--- src/rtl/cart_accum.sv ---
// Shopping-cart accumulator: edge-detected add/remove requests feed a price LIFO and running totals.
// Define CART_SYNC_EN for a 2-flop input synchronizer; otherwise a single input flop is used.
module cart_accum #(
  parameter int unsigned PRICE_W   = 8,
  parameter int unsigned CNT_W     = 4,
  parameter int unsigned MAX_ITEMS = 15
) (
  input  logic                     clk,
  input  logic                     rst,
  input  logic                     sw_add,
  input  logic                     sw_del,
  input  logic                     clr,
  input  logic [PRICE_W-1:0]       cur_unit_price,
  output logic [CNT_W-1:0]         total_num,
  output logic [PRICE_W+CNT_W-1:0] total_price,
  output logic [PRICE_W-1:0]       last_price,
  output logic                     full,
  output logic                     empty,
  output logic                     reject
);

  localparam int unsigned TotW   = PRICE_W + CNT_W;
  localparam int unsigned AddrW  = (MAX_ITEMS > 1) ? $clog2(MAX_ITEMS) : 1;
  localparam int unsigned MemD   = 2 ** AddrW;
  localparam logic [CNT_W-1:0] MaxCnt = CNT_W'(MAX_ITEMS);

  logic add_sync_q, del_sync_q;
  logic add_hist_q, del_hist_q;
  logic add_evt, del_evt;

  logic [CNT_W-1:0]   count_q, count_d;
  logic [TotW-1:0]    price_q, price_d;
  logic               reject_q, reject_d;
  logic               push;

  logic [PRICE_W-1:0] mem [MemD];
  logic [AddrW-1:0]   wr_idx, top_idx;
  logic [PRICE_W-1:0] top_price;

  // Input path flops reset high so a request held across reset release is not an edge.
`ifdef CART_SYNC_EN
  logic add_meta_q, del_meta_q;

  always_ff @(posedge clk or negedge rst) begin
    if (!rst) begin
      add_meta_q <= 1'b1;
      del_meta_q <= 1'b1;
      add_sync_q <= 1'b1;
      del_sync_q <= 1'b1;
    end else begin
      add_meta_q <= sw_add;
      del_meta_q <= sw_del;
      add_sync_q <= add_meta_q;
      del_sync_q <= del_meta_q;
    end
  end
`else
  always_ff @(posedge clk or negedge rst) begin
    if (!rst) begin
      add_sync_q <= 1'b1;
      del_sync_q <= 1'b1;
    end else begin
      add_sync_q <= sw_add;
      del_sync_q <= sw_del;
    end
  end
`endif

  always_ff @(posedge clk or negedge rst) begin
    if (!rst) begin
      add_hist_q <= 1'b1;
      del_hist_q <= 1'b1;
    end else begin
      add_hist_q <= add_sync_q;
      del_hist_q <= del_sync_q;
    end
  end

  assign add_evt = add_sync_q & ~add_hist_q;
  assign del_evt = del_sync_q & ~del_hist_q;

  assign full  = (count_q == MaxCnt);
  assign empty = (count_q == '0);

  // Modular arithmetic in AddrW bits keeps the index correct when count_q == 2**AddrW.
  assign wr_idx    = count_q[AddrW-1:0];
  assign top_idx   = wr_idx - AddrW'(1);
  assign top_price = mem[top_idx];

  always_comb begin
    count_d  = count_q;
    price_d  = price_q;
    reject_d = 1'b0;
    push     = 1'b0;
    if (clr) begin
      count_d = '0;
      price_d = '0;
    end else if (add_evt && del_evt) begin
      reject_d = 1'b1;
    end else if (add_evt) begin
      if (full) begin
        reject_d = 1'b1;
      end else begin
        push    = 1'b1;
        count_d = count_q + CNT_W'(1);
        price_d = price_q + TotW'(cur_unit_price);
      end
    end else if (del_evt) begin
      if (empty) begin
        reject_d = 1'b1;
      end else begin
        count_d = count_q - CNT_W'(1);
        price_d = price_q - TotW'(top_price);
      end
    end
  end

  always_ff @(posedge clk or negedge rst) begin
    if (!rst) begin
      count_q  <= '0;
      price_q  <= '0;
      reject_q <= 1'b0;
    end else begin
      count_q  <= count_d;
      price_q  <= price_d;
      reject_q <= reject_d;
    end
  end

  always_ff @(posedge clk) begin
    if (push) begin
      mem[wr_idx] <= cur_unit_price;
    end
  end

  assign total_num   = count_q;
  assign total_price = price_q;
  assign last_price  = empty ? '0 : top_price;
  assign reject      = reject_q;

endmodule

--- config.mk ---
export PLATFORM = sky130hd
export DESIGN_NAME = cart_accum
export DESIGN_NICKNAME = d
export VERILOG_FILES = /design/src/rtl/cart_accum.sv
export SDC_FILE = /design/constraint.sdc
export NUM_CORES = 1
export LEC_CHECK = 0
export CORE_MARGIN = 3
export CORE_UTILIZATION = 40
export CTS_CLUSTER_DIAMETER = 50
export DETAILED_ROUTE_END_ITERATION = 10
export PLACE_DENSITY = 0.59
export SYNTH_ARGS = -nofsm -noshare
export SYNTH_HDL_FRONTEND = slang
export SYNTH_SLANG_ARGS = --single-unit
export TNS_END_PERCENT = 30
--- constraint.sdc ---
create_clock -name clk -period 6.1 [get_ports clk]
set_input_delay 0.915 -clock clk [delete_from_list [all_inputs] [get_ports clk]]
set_output_delay 0.915 -clock clk [all_outputs]
set_load 0.02 [all_outputs]
After elaboration in Yosys (flattened, before gate mapping). Memories as Yosys holds them, arrays and structs flattened. Index checks and enable logic that the tools add are counted. W data, S select, Z words.

$add $sub $neg: 4. Multiply operators: 0. Divide/modulo/power cells: 0. Order comparisons: 0. Equal/unequal tests: 4. Shift-type cells: 0. Muxes and demuxes: 25. Bitwise logic cells: 4. Reductions and logical operators: 4.

Operators with widths (number): $mux W12 (6); $mux W4 (6); $add A12 B8 Y12 (1); $mux W1 (12); $sub A12 B8 Y12 (1); $mux W8 (1); $add A4 B1 Y4 const B (1); $eq A4 B4 Y1 const B (1); $logic_not A4 Y1 (1); $reduce_and A4 Y1 (1); $sub A4 B1 Y4 const B (1); $ne A3 B2 Y1 const B (1); $ne A3 B3 Y1 const B (1); $reduce_bool A3 Y1 (1); $and A1 B1 Y1 (2); $ne A2 B2 Y1 const B (1); $not A1 Y1 (2); $logic_and A1 B1 Y1 (1).

Flip-flop bits (word level): 21. Latch bits: 0. Bits in writable memories: 128. ROM bits: 0. Bits of input ports: 13. Output and inout port bits: 27. Word-level logic and storage cells: 49. Memories: 1.

Memory list: mem (depth 16, bits a word 8, read ports 1, clocked after memory_dff 0, wr ports 1, RTL line 36) `logic [PRICE_W-1:0] mem [MemD];`.

Logic depth before layout (Yosys ltp). An unclocked memory read counts as a cell.

Word-level depth: 8. Gate-level depth with buffers: 26.

Worst setup path after synthesis. No wires, ideal clock.

Path type: flip-flop to flip-flop. From: register count_q[0], in the netlist total_num[0]. To: register price_q[10], in the netlist total_price[10]. Setup time: 101 ps. Arrival time: 5410 ps. Required time: 5999 ps. Setup slack: 590 ps. Cell stages (with the launch flop): 24. Path buffers: 5. Period minus slack after synthesis: 5510 ps. Path through: dfrtp_1 buf_6 buf_4 buf_2 inv_1 ha_1 buf_2 buf_2 mux4_2 and2_1 a211oi_1 nor2_1 nor3_1 xor2_1 a21oi_1 ha_1 and2_1 a221o_1 a21o_1 a21o_1 a31oi_1 o21ai_0 and3_1 nor4_1.

Word-level cells in the longest chain between the ends: 8. Elaborated cells between the ends (all ways): 13. Those cells by class: add/sub (2); eq/ne (3); mux (5); reduce/logical (2); memory (1).

RTL lines: start, declared (RTL line 31) `logic [CNT_W-1:0] count_q, count_d;`; start signal, assigned (RTL line 124) `count_q <= count_d;`; $sub A4 B1 Y4 (RTL line 87) `assign top_idx = wr_idx - AddrW'(1);`; $mem_v2 Z16 W8; $sub A12 B8 Y12 (RTL line 113) `price_d = price_q - TotW'(top_price);`; $mux W12 (RTL line 109) `if (empty) begin`; $mux W12 (RTL line 108) `end else if (del_evt) begin`; $mux W12 (RTL line 100) `end else if (add_evt) begin`; $mux W12 (RTL line 98) `end else if (add_evt && del_evt) begin`; $mux W12 (RTL line 95) `if (clr) begin`; end signal, assigned (RTL line 125) `price_q <= price_d;`; end, declared (RTL line 32) `logic [TotW-1:0] price_q, price_d;`.

Parallel ways exist; a longest one is shown, timed or not. The select of a mux whose other input is x is not followed. A chain may end at the register's enable or synchronous reset.

Worst setup path after layout.
From: register count_q[1], in the netlist total_num[1]. To: register price_q[10], in the netlist total_price[10].

Same word-level chain as after synthesis.

==> results.md <==
Die:
- The number of placed I/O pins is 40.
- The width of the die is 135 µm.
- The core box area is 16100 µm².
- The height of the die is roughly 140 µm.
- The floorplan has 46 rows.
- The die covers 18300 µm².
- Once the floorplan was initialized, standard cells occupied 41.6% of the core.

Synthesis:
- After synthesis, the netlist uses 44 different library cells.
- The share of the Yosys chip area taken by registers is about two thirds.
- Synthesis inferred around 150 register bits.
- Each instance of the synthesized netlist takes up on average 15.2 µm².
- Summing every instance area after synthesis gives around 6700 µm².
- In the synthesized netlist the async set-or-reset flop fraction comes to about 14%.
- The cell count after synthesis is 440.
- In the synthesized netlist the dominant register cell turns out to be edfxtp_1.
- The synthesized design contains 128 enable-type register cells.
- The number of warnings printed during yosys synthesis is 0.

Drt:
- The number of iterations in the first detailed-routing pass is 5.
- The ratio of routed vias to standard cells is 5.40.
- Wires add up to 14.9 mm.
- The detailed router placed 3922 vias in this run.
- The number of nets with antenna violations after routing is 0.
- The detailed router finished its first iteration with around 280 violations.
- After detailed routing, the average wire length per cell comes to 20.6 µm.
- The DRC violations left is 0.

Worst setup path:
- Tracing the worst setup path back leads to its startpoint at total_num[1]$_DFFE_PN0P_.
- STA classifies the critical path endpoint as a flip-flop.
- The slowest stage cell on the critical path is ha_1.
- In this design, the stage delay of the slowest critical-path cell is 0.83 ns.
- Of all nets on the critical path, the largest fanout is 16.
- The startpoint identified for the worst register-to-register timing path is total_num[1]$_DFFE_PN0P_.
- STA classifies the critical path startpoint as a flip-flop.
- The signal on the critical path passes through inv_1, ha_1, buf_4, mux4_2, a211oi_1, nor2_1, nor3_1, xor2_1, a21oi_1, ha_1, and2_1, a221o_1, a21o_1, a21o_1, a31oi_1, o21ai_0, and3_1, nor4_1.
- At the worst endpoint, the required time is 6.41 ns.
- The critical path is of the flip-flop to flip-flop type.
- The arrival time at the worst endpoint is 5.78 ns.

Timing:
- The final setup slack of the worst path is 0.630 ns.
- The worst-case hold slack is 0.361 ns.
- The sum of negative setup slack is 0 ns.
- The period utilization is 89.7%.
- The timing-limited maximum frequency is 0.183 GHz.
- Measured against its own limit, the worst slew margin works out to between 30% and 40%.
- The max-slew violation total from the final report came to 0.
- The final-report hold violation count is 0.
- The worst clock skew is 0.0138 ns.
- Setup violations remaining at the end of the flow were counted as 0.
- The routed design could run at a clock period as short as 5.47 ns.
- For the pin with the worst max-slew slack, the measured transition is between 0.9 and 1 ns.
- Setup repair after global routing left no endpoint under its margin.

Power:
- The leakage power total is 2.72 nW.
- The total power density per cell area is 405 nW/µm².
- The maximum vdd ir drop is 0.218 mV.

Finish:
- The share of final-layout standard cells stronger than drive strength 1 is 17.3%.
- The number of filler cells placed in the layout is between 1000 and 1500.
- Leaving out fill and tap cells, the most frequent cells in the layout are edfxtp_1, nor2_1, clkdlybuf4s50_1.
- The number of antenna cells inserted is 0.
- The library cell used most frequently in the layout, excluding fill and tap cells, is edfxtp_1.
- For this run, the post-layout net count is 530.
- From synthesis to final layout, the design area changed by 18.4%.

CTS:
- In this run, post-CTS repair resized a total of 0 instances.
- TritonCTS built the clock tree.
- The maximum root-to-sink buffer count is 2.
- The clock reaches the later pin of the worst-skew pair after 0.42 ns.
- The number of buffers added by the clock tree synthesis step is 17.
- The maximum level of the CTS H-tree is 4.
- The library cell used as clock root buffer is clkbuf_16.
- The clock-pin slew on the worst setup and hold paths is 0.07 ns.
- After clock tree synthesis, the setup repair step added 0 buffers.
- The clock net in this run drives a total of 149 sinks.
- The number of buffers added to fix hold violations after cts is 0.

GRT:
- Global routing used between 10% and 20% of the available tracks.
- The number of global-route vias before repair was 4146.
- Global routing finished with a remaining overflow of 0.
- The first global-routing pass estimated 23.8 mm of wire.
- Entering global routing, the biggest net connects 39 pins.
- The number of antenna violations at the first check in global routing is 0.

Outcome:
- The flow ran to the end, and the final reports show no timing, DRC or antenna violations.

Place:
- OpenSTA, run right after detailed placement, puts the worst setup slack at 0.607 ns.
- The routability congestion estimate is 0.819.
- The number of buffers added on ports is 39.
- The wire-length estimate of the detail-placed layout is 10.2 mm.

Hold path:
- The worst hold path begins at del_sync_q$_DFF_PN1_.
- The path class of the tightest hold or removal check is flip-flop to flip-flop.

Job:
- The max-cap violation count is 0.
[layer usage]
metal	part of all wire, %	global-route usage, %
met1	45	23.6
met2	49	28.6
met3	5.7	4.46
met4	1.0	5.15
met5	0	0
[through the flow]
step	instances	power (mW)	utilization [%]	cell area, µm²
after floorplan	447	1.94	-	6730
after global placement	695	2.25	45.8	7380
after detailed placement	695	2.27	45.8	7380
after CTS	726	3.25	49.2	7940
after global routing	726	3.39	49.2	7940
final	726	3.22	49.2	7940
[final timing paths]
kind                       cells after the start                          end  slack, ns
min in group asynchronous                      1  total_price[10]$_DFFE_PN0P_       1.06
max reg2reg                                   18  total_price[10]$_DFFE_PN0P_       0.63
max                                           18  total_price[10]$_DFFE_PN0P_       0.63
min                                            0         del_hist_q$_DFF_PN1_       0.36
min reg2reg                                    0         del_hist_q$_DFF_PN1_       0.36
max in group asynchronous                      1     total_num[0]$_DFFE_PN0P_       4.37
[area by class of cell]
class / instances / area (µm²) / area share, %
clock buffers: 17 / 425 / 5.36
multi-input cells: 273 / 2240 / 28.2
flip-flops and latches: 149 / 4380 / 55.1
well taps: 216 / 270 / 3.41
clock inverters: 14 / 130 / 1.64
repair buffers: 50 / 473 / 5.96
inverters: 7 / 26.3 / 0.331
[power by group]
group	total [mW]	leakage (nW)	internal [mW]	switching (mW)
clock network	0.973	0.265	0.563	0.410
logic	1.06	1.03	0.460	0.600
registers	1.18	1.43	1.15	0.0383
[worst max-delay path, delay by kind of cell (launching register included)]
family                   cells  cell delay [ns]
multiplexers                 1             0.30
AO/OA/AOI/OAI                7             1.75
flip-flops                   1             0.49
buffers and inverters        2             0.40
XOR/XNOR                     1             0.13
adder cells (fa/ha/maj)      2             1.12
AND/OR/NAND/NOR              5             1.20
[registers in the layout, summed over array words and instances (netlist names)]
signal	flops
reject	1
add_sync_q	1
del_sync_q	1
del_hist_q	1
mem	128
total_price	12
add_hist_q	1
total_num	4
[kinds of logic (layout without fill, tap and decap cells)]
family	count (synthesis)	after routing	share of synthesized area, %
DFF	149	149	65.3
and+or+nand+nor	135	135	9.65
AOI/OAI and AO/OA	59	59	6.01
muxes	34	34	11.2
buffers and inverters	25	88	1.75
adders and majority gates	19	19	3.66
xor gates and xnor gates	18	18	2.35
other	1	8	0.0560
[synthesized netlist by cell type, drive strengths merged, types with 6 or more instances]
cell	n	area share, %
edfxtp	128	57
nor2	40	2.2
nand2	38	2.1
mux4	33	11
a21oi	22	1.6
ha	18	3.4
dfrtp	17	6.3
nor3	17	1.3
clkbuf	11	0.62
xnor2	11	1.4
and2	10	0.93
o22ai	9	0.93
a211oi	8	1.4
o21ai	8	0.60
buf	7	0.75
xor2	7	0.91
inv	6	0.34
nand2b	6	0.56
(Power assumes the default switching activity.)
==> variant, RTL diff (config.mk and constraints unchanged) <==
Build with the macro `CART_SYNC_EN` defined.
--- a/src/rtl/cart_accum.sv
+++ b/src/rtl/cart_accum.sv
@@ -2,2 +2,4 @@
 // Define CART_SYNC_EN for a 2-flop input synchronizer; otherwise a single input flop is used.
+`define CART_SYNC_EN
+
 module cart_accum #(
Check against the original RTL: not equivalent (a bounded check fails within 4 cycles, from zero or initial values and one cycle with rst low).
==> variant against the unedited design <==
- largest cell class unchanged
- routed wire length fell by 1.8%
- power rose by 4.4%
- utilization rose by 0.42 points
- sequential cell count rose by 2
- die area rose by 0.75%
- synthesized area rose by 0.78%
- critical endpoint unchanged
- design area rose by 1.6%
- worst setup slack improved by 0.17 ns
==> variant: results (changes against the unedited design) <==
INFO  metric worst-endpoint-arrival = 5.62 ns (-0.16 ns)
INFO  metric layout.clock.cell_area_share = 7.74% (+0.74 points)
INFO  metric gp_congestion = 0.791 (-3.4%)
INFO  metric drt_pre_antenna_iters = 4 (-1)
INFO  metric pin_count_of_the_biggest_net_entering_global_routing = 40 (+2.6%)
INFO  metric yosys-top-cells-area = sky130_fd_sc_hd__edfxtp_1, sky130_fd_sc_hd__mux4_2, sky130_fd_sc_hd__dfrtp_1, sky130_fd_sc_hd__ha_1, sky130_fd_sc_hd__dfstp_2
INFO  metric placed_cell_area = 7430 µm² (+0.61%)
INFO  metric met1_routing_resource_usage_after_global_routing = 23.4% (-0.14 points)
INFO  metric timing.max_slew.rel_slack = 23.0% (-10 points)
INFO  metric synth-compound-area-share = 5.97% (-0.047 points)
INFO  metric fin_util = 49.7% (+0.42 points)
INFO  metric synth-adder-area-share = 3.63% (-0.028 points)
INFO  metric routed_length_per_instance = 20.2 µm (-1.9%)
INFO  metric layout.non_clock_buffers = 48 (-4.0%)
INFO  metric hold_start = add_meta_q
INFO  metric crit_path_max_fanout = 12 (-4)
INFO  metric worst_hold_path.endpoint = add_sync_q
INFO  metric synth.top_cell.area_share = 56.9% (-0.45 points)
INFO  metric power.static_leakage = 2.76 nW (+1.7%)
INFO  metric synth-async-reset-ratio = 15.2% (+1.1 points)
INFO  metric grt_first_pass_wirelength = 23100 µm (-3.0%)
INFO  metric synth-xor-area-share = 2.33% (-0.018 points)
INFO  metric via_count_of_the_first_global_routing_pass = 4001 (-3.5%)
INFO  metric seq_power_share = 35.6% (-1.2 points)
INFO  metric final.clkbuf_count = 18 (+1)
INFO  metric cellInternalPower = 2.31 mW (+6.5%)
INFO  metric fin_skew = 0.00748 ns (-0.00629 ns)
INFO  metric status = complete, no violations
INFO  metric area_occupied_by_multi_input_gates = 2250 µm² (+0.84%)
INFO  metric n_fill_cell = 1374 (-2.8%)
==> variant: changes by cell type in the layout (fill, tap and decap cells not counted), moves of 2 or more <==
cell / unedited run / this run
sky130_fd_sc_hd__buf_4: 11 / 9
sky130_fd_sc_hd__bufinv_16: 1 / 4
sky130_fd_sc_hd__clkinv_4: 3 / 1
sky130_fd_sc_hd__dfstp_2: 4 / 6
==> variant: cell families (layout without fill, tap and decap cells) <==
kind of cell | Yosys count | after routing
AOI/OAI and AO/OA | 59 | 59
xor gates and xnor gates | 18 | 18
adders and majority gates | 19 | 19
buffers and inverters | 25 | 87
DFF | 151 | 151
muxes | 34 | 34
other | 1 | 8
and+or+nand+nor | 135 | 135
==> variant: timing repair <==
| item | in CTS | in global routing |
|---|---|---|
| gates resized for setup | 0 | 1 |
| buffers inserted | 0 | 0 |
| endpoints found under the setup margin | 0 | 1 |
==> variant: layer usage <==
metal	vias to the layer above	part of all wire, %
met1	1943	44
met4	0	2.2
met5	-	0
met3	27	5.1
li1	1804	-
met2	103	48
